$ cat config.mk
export PLATFORM = sky130hd
export DESIGN_NAME = spi_master
export DESIGN_NICKNAME = d
export VERILOG_FILES = /design/src/rtl/spi_master_pkg.sv /design/src/rtl/spi_sync2.sv /design/src/rtl/spi_master.sv
export SDC_FILE = /design/constraint.sdc
export NUM_CORES = 1
export LEC_CHECK = 0
export BUFFER_PORTS_ARGS = -buffer_cell sky130_fd_sc_hd__buf_2
export CAP_MARGIN = 40
export CELL_PAD_IN_SITES_DETAIL_PLACEMENT = 2
export CELL_PAD_IN_SITES_GLOBAL_PLACEMENT = 2
export CORE_ASPECT_RATIO = 1.75
export CORE_UTILIZATION = 37
export DETAILED_ROUTE_END_ITERATION = 10
export PLACE_DENSITY = 0.86
export SETUP_SLACK_MARGIN = 0.1
export SYNTH_ARGS = -nofsm -noshare
export SYNTH_HDL_FRONTEND = slang
export SYNTH_SLANG_ARGS = --single-unit
$ cat constraint.sdc
create_clock -name clk -period 2.1 [get_ports clk]
set_input_delay 0 -clock clk [delete_from_list [all_inputs] [get_ports clk]]
set_output_delay 0 -clock clk [all_outputs]
set_load 0.05 [all_outputs]
$ cat src/rtl/spi_master_pkg.sv
// rtl/spi_master_pkg.sv - shared types, constants and length clamp for spi_master
// Contents: spi_state_t FSM encoding, SPI_MIN_LEN/SPI_MAX_LEN/SPI_DATA_W, clamp_len().
package spi_master_pkg;

    typedef enum logic [2:0] {
        IDLE,
        SETUP,
        HIGH,
        LOW,
        GAP
    } spi_state_t;

    localparam int SPI_MIN_LEN = 2;
    localparam int SPI_MAX_LEN = 8;
    localparam int SPI_DATA_W  = 8;

    // Requested lengths outside 2..8 run at the nearest legal length.
    function automatic logic [3:0] clamp_len(input logic [3:0] len);
        if (len < 4'(SPI_MIN_LEN)) begin
            return 4'(SPI_MIN_LEN);
        end else if (len > 4'(SPI_MAX_LEN)) begin
            return 4'(SPI_MAX_LEN);
        end else begin
            return len;
        end
    endfunction

endpackage

$ cat src/rtl/spi_sync2.sv
// rtl/spi_sync2.sv - two-flop synchronizer for a single asynchronous bit
// Ports: clk, rstb (async active-low, output resets to 0), d (async input), q (synchronized output).
module spi_sync2 (
    input  logic clk,
    input  logic rstb,
    input  logic d,
    output logic q
);

    logic meta;

    always_ff @(posedge clk or negedge rstb) begin
        if (!rstb) begin
            meta <= 1'b0;
            q    <= 1'b0;
        end else begin
            meta <= d;
            q    <= meta;
        end
    end

endmodule

$ cat src/rtl/spi_master.sv
// rtl/spi_master.sv - SPI mode-0 initiator running one 2..8-bit full-duplex transfer per start
// Ports: clk, rstb (async active-low); start, xfer_len, wr_data (request, sampled on accept);
//        busy, done, rd_data (status and right-justified result);
//        spi_csb, spi_clk, spi_dout (bus outputs), spi_din (async slave data in).
module spi_master
    import spi_master_pkg::*;
#(
    parameter int HALF_DIV = 8,
    parameter int CS_SETUP = 4,
    parameter int CS_IDLE  = 4
) (
    input  logic                  clk,
    input  logic                  rstb,
    input  logic                  start,
    input  logic [3:0]            xfer_len,
    input  logic [SPI_DATA_W-1:0] wr_data,
    output logic                  busy,
    output logic                  done,
    output logic [SPI_DATA_W-1:0] rd_data,
    output logic                  spi_csb,
    output logic                  spi_clk,
    output logic                  spi_dout,
    input  logic                  spi_din
);

    spi_state_t            state, state_nxt;
    logic [7:0]            cnt, cnt_nxt;
    logic [3:0]            bits_left, bits_nxt;
    logic [SPI_DATA_W-1:0] tx_shift, tx_nxt;
    logic [SPI_DATA_W-1:0] rx_shift, rx_nxt;
    logic                  din_sync;
    logic                  gap_entry;

    spi_sync2 u_din_sync (
        .clk  (clk),
        .rstb (rstb),
        .d    (spi_din),
        .q    (din_sync)
    );

    assign gap_entry = (state_nxt == GAP) && (state != GAP);
    assign spi_dout  = tx_shift[SPI_DATA_W-1];

    always_comb begin
        state_nxt = state;
        cnt_nxt   = cnt + 8'd1;
        bits_nxt  = bits_left;
        tx_nxt    = tx_shift;
        rx_nxt    = rx_shift;
        case (state)
            IDLE: begin
                cnt_nxt = '0;
                // cnt is 1 only in the first IDLE cycle after GAP; a start
                // landing in the cycle busy drops is deliberately not taken.
                if (start && (cnt == 8'd0)) begin
                    state_nxt = SETUP;
                    bits_nxt  = clamp_len(xfer_len);
                    tx_nxt    = wr_data;
                    rx_nxt    = '0;
                end
            end
            SETUP: begin
                if (cnt == 8'(CS_SETUP - 1)) begin
                    state_nxt = HIGH;
                    cnt_nxt   = '0;
                end
            end
            HIGH: begin
                if (cnt == 8'd0) begin
                    rx_nxt   = {rx_shift[SPI_DATA_W-2:0], din_sync};
                    bits_nxt = bits_left - 4'd1;
                end
                if (cnt == 8'(HALF_DIV - 1)) begin
                    state_nxt = LOW;
                    cnt_nxt   = '0;
                    // bits_left already counts the bit just clocked; the last
                    // bit is left on spi_dout until the next accept.
                    if (bits_left != 4'd0) begin
                        tx_nxt = {tx_shift[SPI_DATA_W-2:0], 1'b0};
                    end
                end
            end
            LOW: begin
                if (cnt == 8'(HALF_DIV - 1)) begin
                    state_nxt = (bits_left != 4'd0) ? HIGH : GAP;
                    cnt_nxt   = '0;
                end
            end
            GAP: begin
                if (cnt == 8'(CS_IDLE - 1)) begin
                    state_nxt = IDLE;
                    cnt_nxt   = 8'd1;
                end
            end
            default: begin
                state_nxt = IDLE;
                cnt_nxt   = '0;
            end
        endcase
    end

    // Bus and status outputs are registered from the next state so they
    // change together with the FSM and never glitch.
    always_ff @(posedge clk or negedge rstb) begin
        if (!rstb) begin
            state     <= IDLE;
            cnt       <= '0;
            bits_left <= '0;
            tx_shift  <= '0;
            rx_shift  <= '0;
            rd_data   <= '0;
            done      <= 1'b0;
            busy      <= 1'b0;
            spi_csb   <= 1'b1;
            spi_clk   <= 1'b0;
        end else begin
            state     <= state_nxt;
            cnt       <= cnt_nxt;
            bits_left <= bits_nxt;
            tx_shift  <= tx_nxt;
            rx_shift  <= rx_nxt;
            busy      <= (state_nxt != IDLE);
            spi_csb   <= !((state_nxt == SETUP) || (state_nxt == HIGH) || (state_nxt == LOW));
            spi_clk   <= (state_nxt == HIGH);
            done      <= gap_entry;
            if (gap_entry) begin
                rd_data <= rx_shift;
            end
        end
    end

endmodule

# Yosys cells after proc, flatten, opt, wreduce, memory -nomap -nowiden
# Index checks and enable logic that the tools add are counted.
# totals
reg_bits,45
latchBits,0
ram_bits,0
mem_bits_ro,0
input_bits,16
wordCells,67
n_memories,0
# op_classes
n_addsub,2
multipliers,0
n_div,0
n_lt_le_gt_ge,2
eq_ne,15
n_shift,0
n_mux,23
n_bitwise,0
n_reduce_logical,13
# ops
operator,n
8-bit two-way mux,8
8-bit one-hot mux with 2 select lines,2
8-bit one-hot mux with 3 select lines,1
3-bit two-way mux,6
4-bit two-way mux,4
3-bit one-hot mux with 5 select lines,1
3-bit by 2-bit equality test with 1-bit output (second input constant),4
8-bit by 1-bit adder with 8-bit output (second input constant),1
8-bit by 2-bit equality test with 1-bit output (second input constant),1
8-bit by 3-bit equality test with 1-bit output (second input constant),1
8-bit logical NOT,1
2-bit != test (second input constant),4
4-bit one-hot mux with 2 select lines,1
3-bit by 1-bit equality test with 1-bit output (second input constant),2
3-bit equality test (second input constant),2
4-bit > comparator (second input constant),1
4-bit by 2-bit < comparator with 1-bit output (second input constant),1
4-bit AND reduction,1
4-bit nonzero test,1
4-bit by 1-bit subtractor with 4-bit output (second input constant),1
3-bit logical NOT,1
3-bit != test (second input constant),1
3-bit AND reduction,1
3-bit nonzero test,1
other kinds (5),7

# Logic depth before layout (Yosys ltp)
# Gate-level depths: netlist of the first run.
# depth
word_depth,8
ltp_mapped,7
ltp_nobuf,7

# Cells and area by module
# A second synthesis of the first run with hierarchy kept.
# hier_totals
hier_cells,203
hier_area_um2,2248.4
# by_module_without_submodules
mod,n_inst,cells_per_inst,area_each_um2,seq_area_each_um2
spi_master,1,201,2198.4,1077.3
spi_sync2,1,2,50.0,50.0

# Worst setup path after synthesis of the first run
# OpenSTA, ideal clock, no wires.
# synth_timing
kind,register -> register
startpoint,reg state[0]
endpoint,reg tx_shift[1]
setup_time_ps,125
arrival_time_ps,1786
slack_ps,189
path_stages_with_launch,7
path_cell_list,dfrtp_1 -> buf_2 -> or4b_2 -> nor2_1 -> o21a_1 -> buf_4 -> mux2_2
# synth_between
elab_chain_cells,3
word_cells_on_any_way,8
classes_between,4 x eq/ne; 1 x mux; 3 x reduce/logical
# synth_rtl
element,line_no,source
from (decl),spi_master.sv:26,"spi_state_t state, state_nxt;"
from (signal assigned),spi_master.sv:117,state <= state_nxt;
3-bit by 2-bit equality test with 1-bit output or 3-bit logical NOT (tied branches),spi_master.sv:50,case (state)
2-bit != test (no line) or 2-bit nonzero test (tied branches),-,
4-bit AND reduction (no line),-,
to (signal assigned),spi_master.sv:120,tx_shift <= tx_nxt;
to (decl),spi_master.sv:29,"logic [SPI_DATA_W-1:0] tx_shift, tx_nxt;"
# Parallel ways exist; a longest one is shown, timed or not.
# A chain may end at the register's enable or synchronous reset.

# Worst setup path after layout of the first run
# layout_timing
startpoint,reg cnt[5]
endpoint,reg tx_shift[5]
# layout_between
elab_chain_cells,4
word_cells_on_any_way,6
classes_between,3 x eq/ne; 3 x reduce/logical
# layout_rtl
element,line_no,source
from (decl),spi_master.sv:27,"logic [7:0] cnt, cnt_nxt;"
from (signal assigned),spi_master.sv:118,cnt <= cnt_nxt;
8-bit logical NOT,spi_master.sv:55,if (start && (cnt == 8'd0)) begin
1-bit logical AND,spi_master.sv:55,
2-bit != test (no line),-,
4-bit AND reduction (no line) *,-,
# Every way passes the cells marked *; elsewhere a longest branch is shown, timed or not.

==> impl_metrics.ini, run 1 <==
[clock_tree]
clock_path_buffers = 2
tritoncts = built
cts.sinks = 45
cts_inserted_buffers = 5
worstSkewPairLatency_ns = 0.30
cts-htree-levels = 2
clk_pin_slew_worst_paths_ns = 0.09
root_buffer = clkbuf_8

[routing]
vias_per_cell = 5.28
firstDrtPassIters = 4
routed_wl_mm = 6.60
drc = 0
detail-route-antenna-nets = 0
initialDrtViolationCount = 53
vias = 1828
wire_per_inst_um = 19.1

[layout]
final_core_util_pct = 48.4
fillers = 640
multiInputGateArea_um2 = 1070
seq_area_um2 = 1130
layout_common_cells = dfrtp_1 (41), buf_2 (29), nand2_1 (27)
layout_commonest_cell = dfrtp_1
drive_above_1_share_pct = 35.8
fin_nets = 286
syn2layout_area_growth_pct = 26.9
diodes = 0

[grt]
grt_max_degree = 46
grt_usage_pct = 23.1
grt_pass1_vias = 2090
grt_overflow = 0
grt_first_pass_wirelength_mm = 10.5
antenna_found_initial = 0

[timing]
drv_slew = 0
finalSetupViolCount = 0
relSlewSlack_pct = 60.5
finalHoldViolations = 0
fin_crit_sh_pct = 94.6
fmax_ghz = 0.504
grt_setup_unrepaired = true
fin_crit_ns = 1.99
hold_slack_ns = 0.0202
tightest_slew_ns = 0.592
fin_skew_ns = 0.00877

[critical_path]
critPathMaxFanout = 8
crit_required_ns = 2.28
crit_buf_inv = 1
cpPeakStageDelay_ns = 0.58
cp_slowest_cell = or4_4
r2r_cells = 5
crit_start = cnt[5]
rrSetupSlack_ns = 0.11
start_kind = flop
path_cells = or4_4 > nor2_2 > o21a_1 > buf_12 > mux2_2
crit_type = reg2reg
cp_top_family = simple AND/OR/NAND/NOR gates
timing.rr.end = tx_shift[5]
critPathArrivalTime_ns = 2.17
end_kind = flop
r2r-start = cnt[5]

[pwr]
p_total_mw = 1.58
sw_frac_of_total_pct = 21.1
leakage_nw = 1.38
p_per_area_nw_per_um2 = 555
seqPwrFrac_pct = 55.4
combPwrFrac_pct = 3.5
ir_drop_mv = 0.298
power_switching_mw = 0.333
p_int_mw = 1.25
clockPowerShare_pct = 41.1

[synth]
synth-edff-count = 0
yosysSeqAreaShare_pct = 50.3
synth_cells = 211
syn-num-nets = 230
ys.flop_type = dfrtp_1
yosys_warnings = 0
yosysUniqueCellTypes = 52
syn_area_per_cell_um2 = 10.6
synth_top_cell_area_share_pct = 49.1
yosys.area.top_type = dfrtp_1
ys_async_sr_fraction_pct = 100
ys_seq_elements = 45
netlist_area_um2 = 2240
synth_area_leaders = dfrtp_1 (49%), mux2_4 (5.4%), nand2_1 (4.5%), mux2_2 (3.5%), a22o_1 (3.1%)

[place]
dp_hpwl_mm = 4.68
port_buffers = 28
globalplace.congestion = 0.814

[flow_run]
cap_violations = 0

[floorplan]
pin_count = 29
dieArea_um2 = 6390
fp.coreArea_um2 = 5880
die_h_um = 105
initial_utilization_pct = 38.2
rows = 37
dieWidth_um = 60.9

[min_path]
hold_end = tx_shift[2]
holdCritStartpoint = wr_data[2]
whs_path_depth = 4
hold_class = in2reg

[outcome]
run_status = complete, no violations
[power by group through the flow]
stage	Combinational, mW	Sequential [mW]	Clock, mW
after floorplan	0.0134	0.890	0
after global placement	0.0496	0.890	0
after detailed placement	0.0527	0.891	0
after CTS	0.0577	0.874	0.678
after global routing	0.0633	0.875	0.708
final	0.0557	0.875	0.649
[area by class of cell]
type | instances | area share [%]
clock buffers | 6 | 2.55
inverters | 12 | 1.58
well taps | 78 | 3.43
clock inverters | 2 | 1.23
flip-flops and latches | 45 | 39.7
multi-input cells | 144 | 37.7
repair buffers | 59 | 13.8
[kinds of logic (layout without fill, tap and decap cells)]
| family | count (synthesis) | after routing | share of synthesized area (%) |
|---|---|---|---|
| compound gates | 39 | 39 | 13.1 |
| mux | 16 | 16 | 9.31 |
| fa+ha+maj | 3 | 3 | 1.67 |
| buf+inv | 22 | 79 | 4.46 |
| simple gates | 78 | 78 | 18.1 |
| flops | 45 | 45 | 50.3 |
| xor+xnor | 8 | 8 | 3.12 |
[worst reg2reg max path, cell delays in order (launching register included)]
cell,delay (ns)
dfrtp_2,0.45
or4_4,0.58
nor2_2,0.16
o21a_1,0.21
buf_12,0.14
mux2_2,0.34
[repair_timing]
action                                  in CTS  in global routing
endpoints found under the hold margin       46                  0
pin swaps                                    3                  5
gates resized for setup                      6                  9
endpoints found under the setup margin      17                 18
buffers inserted                             4                  3
hold buffers                                 3                  0
[Yosys cell counts (2+ instances only)]
| cell | n |
|---|---|
| nand2b_1 | 3 |
| mux2_4 | 8 |
| a22o_1 | 8 |
| a31oi_1 | 2 |
| nand3_1 | 6 |
| a21o_1 | 3 |
| mux2_2 | 7 |
| nand4_1 | 2 |
| o31ai_1 | 3 |
| nand2_1 | 27 |
| xor2_1 | 6 |
| nor2_1 | 17 |
| xnor2_1 | 2 |
| o2111ai_1 | 2 |
| buf_2 | 2 |
| nor3_1 | 3 |
| a21oi_1 | 3 |
| nor2b_1 | 4 |
| dfrtp_1 | 44 |
| buf_4 | 2 |
| clkbuf_1 | 4 |
| inv_1 | 12 |
| o21ai_0 | 7 |
| ha_1 | 3 |
| nor3b_1 | 4 |
[metal layers]
metal / wire length, um / up-vias / track usage [%]
met2: 3770 / 36 / 40.8
li1: - / 849 / -
met4: 232 / 0 / 12.0
met5: 0 / - / 0
met1: 2460 / 925 / 24.3
met3: 136 / 18 / 4.58
[how the worst max path moves through the flow]
stage          cells after the start          end  slack, ns
4_1_cts                            4         busy       0.10
3_5_place_dp                       7   rd_data[2]      -0.02
2_1_floorplan                      6  tx_shift[1]       0.19
5_1_grt                            8         busy       0.02
3_3_place_gp                       8         busy       0.13
6_report                           5  tx_shift[5]       0.11
[flip-flops by register name, indices dropped and copies added (netlist names), 3 cells and up]
register	count
cnt	8
rd_data	8
rx_shift	8
tx_shift	8
bits_left	4
state	3
[stage by stage]
| stage | worst slack (ns) | cell area, um2 | setup TNS [ns] | std cells |
|---|---|---|---|---|
| after floorplan | 0.189 | 2240 | 0 | 211 |
| after global placement | 0.125 | 2590 | 0 | 327 |
| after detailed placement | -0.0219 | 2590 | -0.119 | 328 |
| after CTS | 0.100 | 2780 | 0 | 343 |
| after global routing | 0.0188 | 2850 | 0 | 346 |
| final | 0.114 | 2850 | 0 | 346 |
Power figures use the tool's default switching activity.
==> run 2, diff against run 1 <==
--- a/config.mk
+++ b/config.mk
@@ -13,6 +13,7 @@
 export CORE_UTILIZATION = 37
 export DETAILED_ROUTE_END_ITERATION = 10
 export PLACE_DENSITY = 0.86
+export RECOVER_POWER = 50
 export SETUP_SLACK_MARGIN = 0.1
 export SYNTH_ARGS = -nofsm -noshare
 export SYNTH_HDL_FRONTEND = slang
==> impl_metrics.ini, run 2 (synthesis gave the netlist of run 1 again) <==
[outcome]
run_status = complete, no violations

[floorplan]
dieWidth_um = 60.9
fp.coreArea_um2 = 5880
die_h_um = 105
pin_count = 29
dieArea_um2 = 6390
rows = 37
initial_utilization_pct = 38.2

[routing]
vias_per_cell = 5.29
detail-route-antenna-nets = 0
routed_wl_mm = 6.62
drc = 0
initialDrtViolationCount = 48
vias = 1831
firstDrtPassIters = 4
wire_per_inst_um = 19.1

[grt]
grt_pass1_vias = 2090
antenna_found_initial = 0
grt_usage_pct = 23.1
grt_first_pass_wirelength_mm = 10.5
grt_max_degree = 46
grt_overflow = 0

[critical_path]
start_kind = flop
end_kind = flop
crit_type = reg2reg
critPathMaxFanout = 8
crit_start = cnt[5]
r2r-start = cnt[5]
critPathArrivalTime_ns = 2.17
crit_required_ns = 2.29

[clock_tree]
cts-htree-levels = 2
cts_inserted_buffers = 5
cts.sinks = 45
root_buffer = clkbuf_8
clock_path_buffers = 2
worstSkewPairLatency_ns = 0.30
tritoncts = built
clk_pin_slew_worst_paths_ns = 0.09

[timing]
fin_ws_ns = 0.114
drv_slew = 0
relSlewSlack_pct = 22.9
hold_slack_ns = 0.0194
finalHoldViolations = 0
fmax_ghz = 0.504
finalSetupViolCount = 0
tightest_slew_ns = 1.16
fin_tns_setup_ns = 0
fin_skew_ns = 0.00822
fin_crit_ns = 1.99
fin_crit_sh_pct = 94.6
grt_setup_unrepaired = true

[layout]
fin_nets = 286
layout_common_cells = dfrtp_1 (41), nand2_1 (27), buf_2 (24), buf_4 (24), nor2_1 (16)
final_core_util_pct = 48.3
fin_cells = 346
design_area_um2 = 2840
syn2layout_area_growth_pct = 26.5
layout_commonest_cell = dfrtp_1
drive_above_1_share_pct = 34.0
diodes = 0

[flow_run]
cap_violations = 0

[pwr]
sw_frac_of_total_pct = 21.2
power_switching_mw = 0.334
ir_drop_mv = 0.298
leakage_nw = 1.36
p_per_area_nw_per_um2 = 557
p_int_mw = 1.25
seqPwrFrac_pct = 55.3
clockPowerShare_pct = 41.2
combPwrFrac_pct = 3.5
p_total_mw = 1.58

[min_path]
holdCritStartpoint = wr_data[2]
hold_class = in2reg

[place]
dp_hpwl_mm = 4.68
placed_cell_area_um2 = 2590
port_buffers = 28
dp_slack_ns = -0.0219
globalplace.congestion = 0.814
numPlacedInstances = 328
[run 2: cell types whose count changed in the layout (fill, tap and decap cells not counted)]
cell / change
buf_2: -5
buf_4: -1
clkbuf_2: +1
clkbuf_1: +4
buf_1: +1
[run 2: routing by layer]
layer  wire length [um]  up-vias  track usage (%)
met5                  0        -                0
li1                   -      849                -
met3                143       18             4.58
met2               3750       39             40.8
met4                233        0             12.0
met1               2490      925             24.3
[run 2: area by class of cell]
| type | instances | area, um2 |
|---|---|---|
| Fill cell | 635 | 3040 |
| Sequential cell | 45 | 1130 |
| Multi-Input combinational cell | 144 | 1070 |
| Timing Repair Buffer | 59 | 385 |
| Tap cell | 78 | 97.6 |
| Clock buffer | 6 | 72.6 |
| Inverter | 12 | 45.0 |
| Clock inverter | 2 | 35.0 |
[run 2: final timing paths]
| kind | endpoint | slack [ns] | cells past startpoint |
|---|---|---|---|
| worst max-delay path | tx_shift[5] | 0.11 | 5 |
| worst min-delay path | tx_shift[2] | 0.02 | 4 |
| worst max register to register | tx_shift[5] | 0.11 | 5 |
| worst min register to register | u_din_sync.q | 0.38 | 0 |
| max in group asynchronous | cnt[5] | 0.77 | 3 |
| min in group asynchronous | rd_data[1] | 0.53 | 3 |
[run 2: worst max-delay path, cell delays in order (launching register included)]
cell	delay [ns]
dfrtp_2	0.45
or4_4	0.58
nor2_2	0.16
o21a_1	0.21
buf_12	0.14
mux2_2	0.33
[run 2: timing repair]
action | in CTS | in global routing
gates resized for setup | 6 | 9
setup endpoints to repair | 17 | 18
buffers inserted | 4 | 3
hold buffers | 3 | 0
pin swaps | 3 | 5
cloned | 0 | 0
hold endpoints to repair | 46 | 0
[run 2: power groups by stage]
stage          clock network, mW  registers [mW]  logic, mW
5_1_grt                    0.708           0.875     0.0624
6_report                   0.651           0.875     0.0550
4_1_cts                    0.678           0.874     0.0577
2_1_floorplan                  0           0.890     0.0134
3_3_place_gp                   0           0.890     0.0496
3_5_place_dp                   0           0.891     0.0527
==> run 3, diff against run 2 <==
--- a/config.mk
+++ b/config.mk
@@ -12,6 +12,7 @@
 export CORE_ASPECT_RATIO = 1.75
 export CORE_UTILIZATION = 37
 export DETAILED_ROUTE_END_ITERATION = 10
+export HOLD_SLACK_MARGIN = 0.15
 export PLACE_DENSITY = 0.86
 export RECOVER_POWER = 50
 export SETUP_SLACK_MARGIN = 0.1
==> impl_metrics.ini, run 3 (synthesis gave the netlist of run 1 again) <==
[timing]
fin_crit_ns = 2.04
fin_crit_sh_pct = 97.3
finalSetupViolCount = 0
fmax_ghz = 0.489
drv_slew = 0
fin_tns_setup_ns = 0
fin_ws_ns = 0.0568
grt_setup_unrepaired = true
fin_skew_ns = 0.0105
tightest_slew_ns = 1.16
relSlewSlack_pct = 22.4
finalHoldViolations = 0

[grt]
grt_first_pass_wirelength_mm = 12.4
antenna_found_initial = 0
grt_usage_pct = 28.0
grt_max_degree = 46
grt_overflow = 0
grt_pass1_vias = 2249

[critical_path]
start_kind = flop
cp_top_family = simple AND/OR/NAND/NOR gates
path_cells = inv_1 > ha_4 > nor3b_4 > buf_4 > nor3_1 > o21a_1 > buf_12 > mux2_2
crit_buf_inv = 3
end_kind = flop
crit_type = reg2reg
r2r_cells = 8
r2r-start = bits_left[0]
timing.rr.end = tx_shift[3]
rrSetupSlack_ns = 0.06
critPathArrivalTime_ns = 2.25
cp_slowest_cell = dfrtp_1
cpPeakStageDelay_ns = 0.37
critPathMaxFanout = 8
crit_required_ns = 2.31

[clock_tree]
cts_inserted_buffers = 5
cts.sinks = 45
tritoncts = built
root_buffer = clkbuf_8
cts-htree-levels = 2
worstSkewPairLatency_ns = 0.32
clk_pin_slew_worst_paths_ns = 0.09
clock_path_buffers = 2

[floorplan]
fp.coreArea_um2 = 5880
pin_count = 29
dieWidth_um = 60.9
rows = 37
initial_utilization_pct = 38.2
dieArea_um2 = 6390
die_h_um = 105

[pwr]
ir_drop_mv = 0.405
leakage_nw = 1.41
p_per_area_nw_per_um2 = 547

[outcome]
run_status = complete, no violations

[layout]
layout_common_cells = dfrtp_1 (40), nand2_1 (27), buf_2 (24), buf_4 (24), nor2_1 (16)
layout_commonest_cell = dfrtp_1
fin_nets = 297
drive_above_1_share_pct = 34.4
syn2layout_area_growth_pct = 32.7
design_area_um2 = 2980
diodes = 0

[min_path]
holdCritStartpoint = start
hold_end = bits_left[2]
whs_path_depth = 4
hold_class = in2reg

[routing]
firstDrtPassIters = 4
wire_per_inst_um = 23.4
vias = 1899
routed_wl_mm = 8.36
vias_per_cell = 5.32
detail-route-antenna-nets = 0
drc = 0
initialDrtViolationCount = 41

[place]
placed_cell_area_um2 = 2590
dp_hpwl_mm = 4.68
port_buffers = 28
dp_slack_ns = -0.0219
globalplace.congestion = 0.814

[flow_run]
cap_violations = 0
==> run 3: cell types whose count changed in the layout (fill, tap and decap cells not counted), sizes merged <==
cell and change:
dlygate4sd3 +11
==> run 3: through the flow <==
stage	hold WS, ns	util, %	instances	total power, mW
floorplan	-0.296	-	211	0.904
detailed placement	0.127	44.1	328	0.944
global placement	0.109	44.0	327	0.940
global route	0.205	50.6	357	1.68
finish	0.210	50.6	357	1.63
CTS	0.200	49.2	354	1.63
==> run 3: layout make-up <==
cell class	instances	area, um2
Clock buffer	6	72.6
Clock inverter	2	35.0
Fill cell	605	2900
Inverter	12	45.0
Multi-Input combinational cell	144	1090
Sequential cell	45	1130
Tap cell	78	97.6
Timing Repair Buffer	70	499
==> run 3: worst max-delay path by stage <==
stage | endpoint | cells past startpoint | slack, ns | from
floorplan | tx_shift[1] | 6 | 0.19 | state[0]
global placement | busy | 8 | 0.13 | bits_left[0]
detailed placement | rd_data[2] | 7 | -0.02 | bits_left[0]
CTS | busy | 4 | 0.10 | cnt[4]
global route | tx_shift[3] | 8 | 0.05 | bits_left[1]
finish | tx_shift[3] | 8 | 0.06 | bits_left[0]
==> run 3: repair_timing <==
item	CTS	global route
hold buffers	14	0
setup endpoints to repair	17	16
setup buffers	4	3
pin swaps	3	5
hold endpoints to repair	56	0
gates resized for setup	6	17
==> run 3: worst min-delay path, stage by stage <==
cell	delay [ns]
buf_2	0.14
a21o_1	0.19
nand4_1	0.09
o21ai_0	0.07
==> run 3: where the power goes <==
group | switching [mW] | internal, mW
logic | 0.0411 | 0.0356
clock network | 0.322 | 0.354
registers | 0.00423 | 0.871
==> run 3: per-layer routing <==
metal / wire length (um) / vias up / global-route usage, %
met4: 300 / 0 / 11.7
li1: - / 868 / -
met5: 0 / - / 0
met2: 4850 / 45 / 52.3
met1: 3000 / 965 / 28.4
met3: 205 / 21 / 4.95
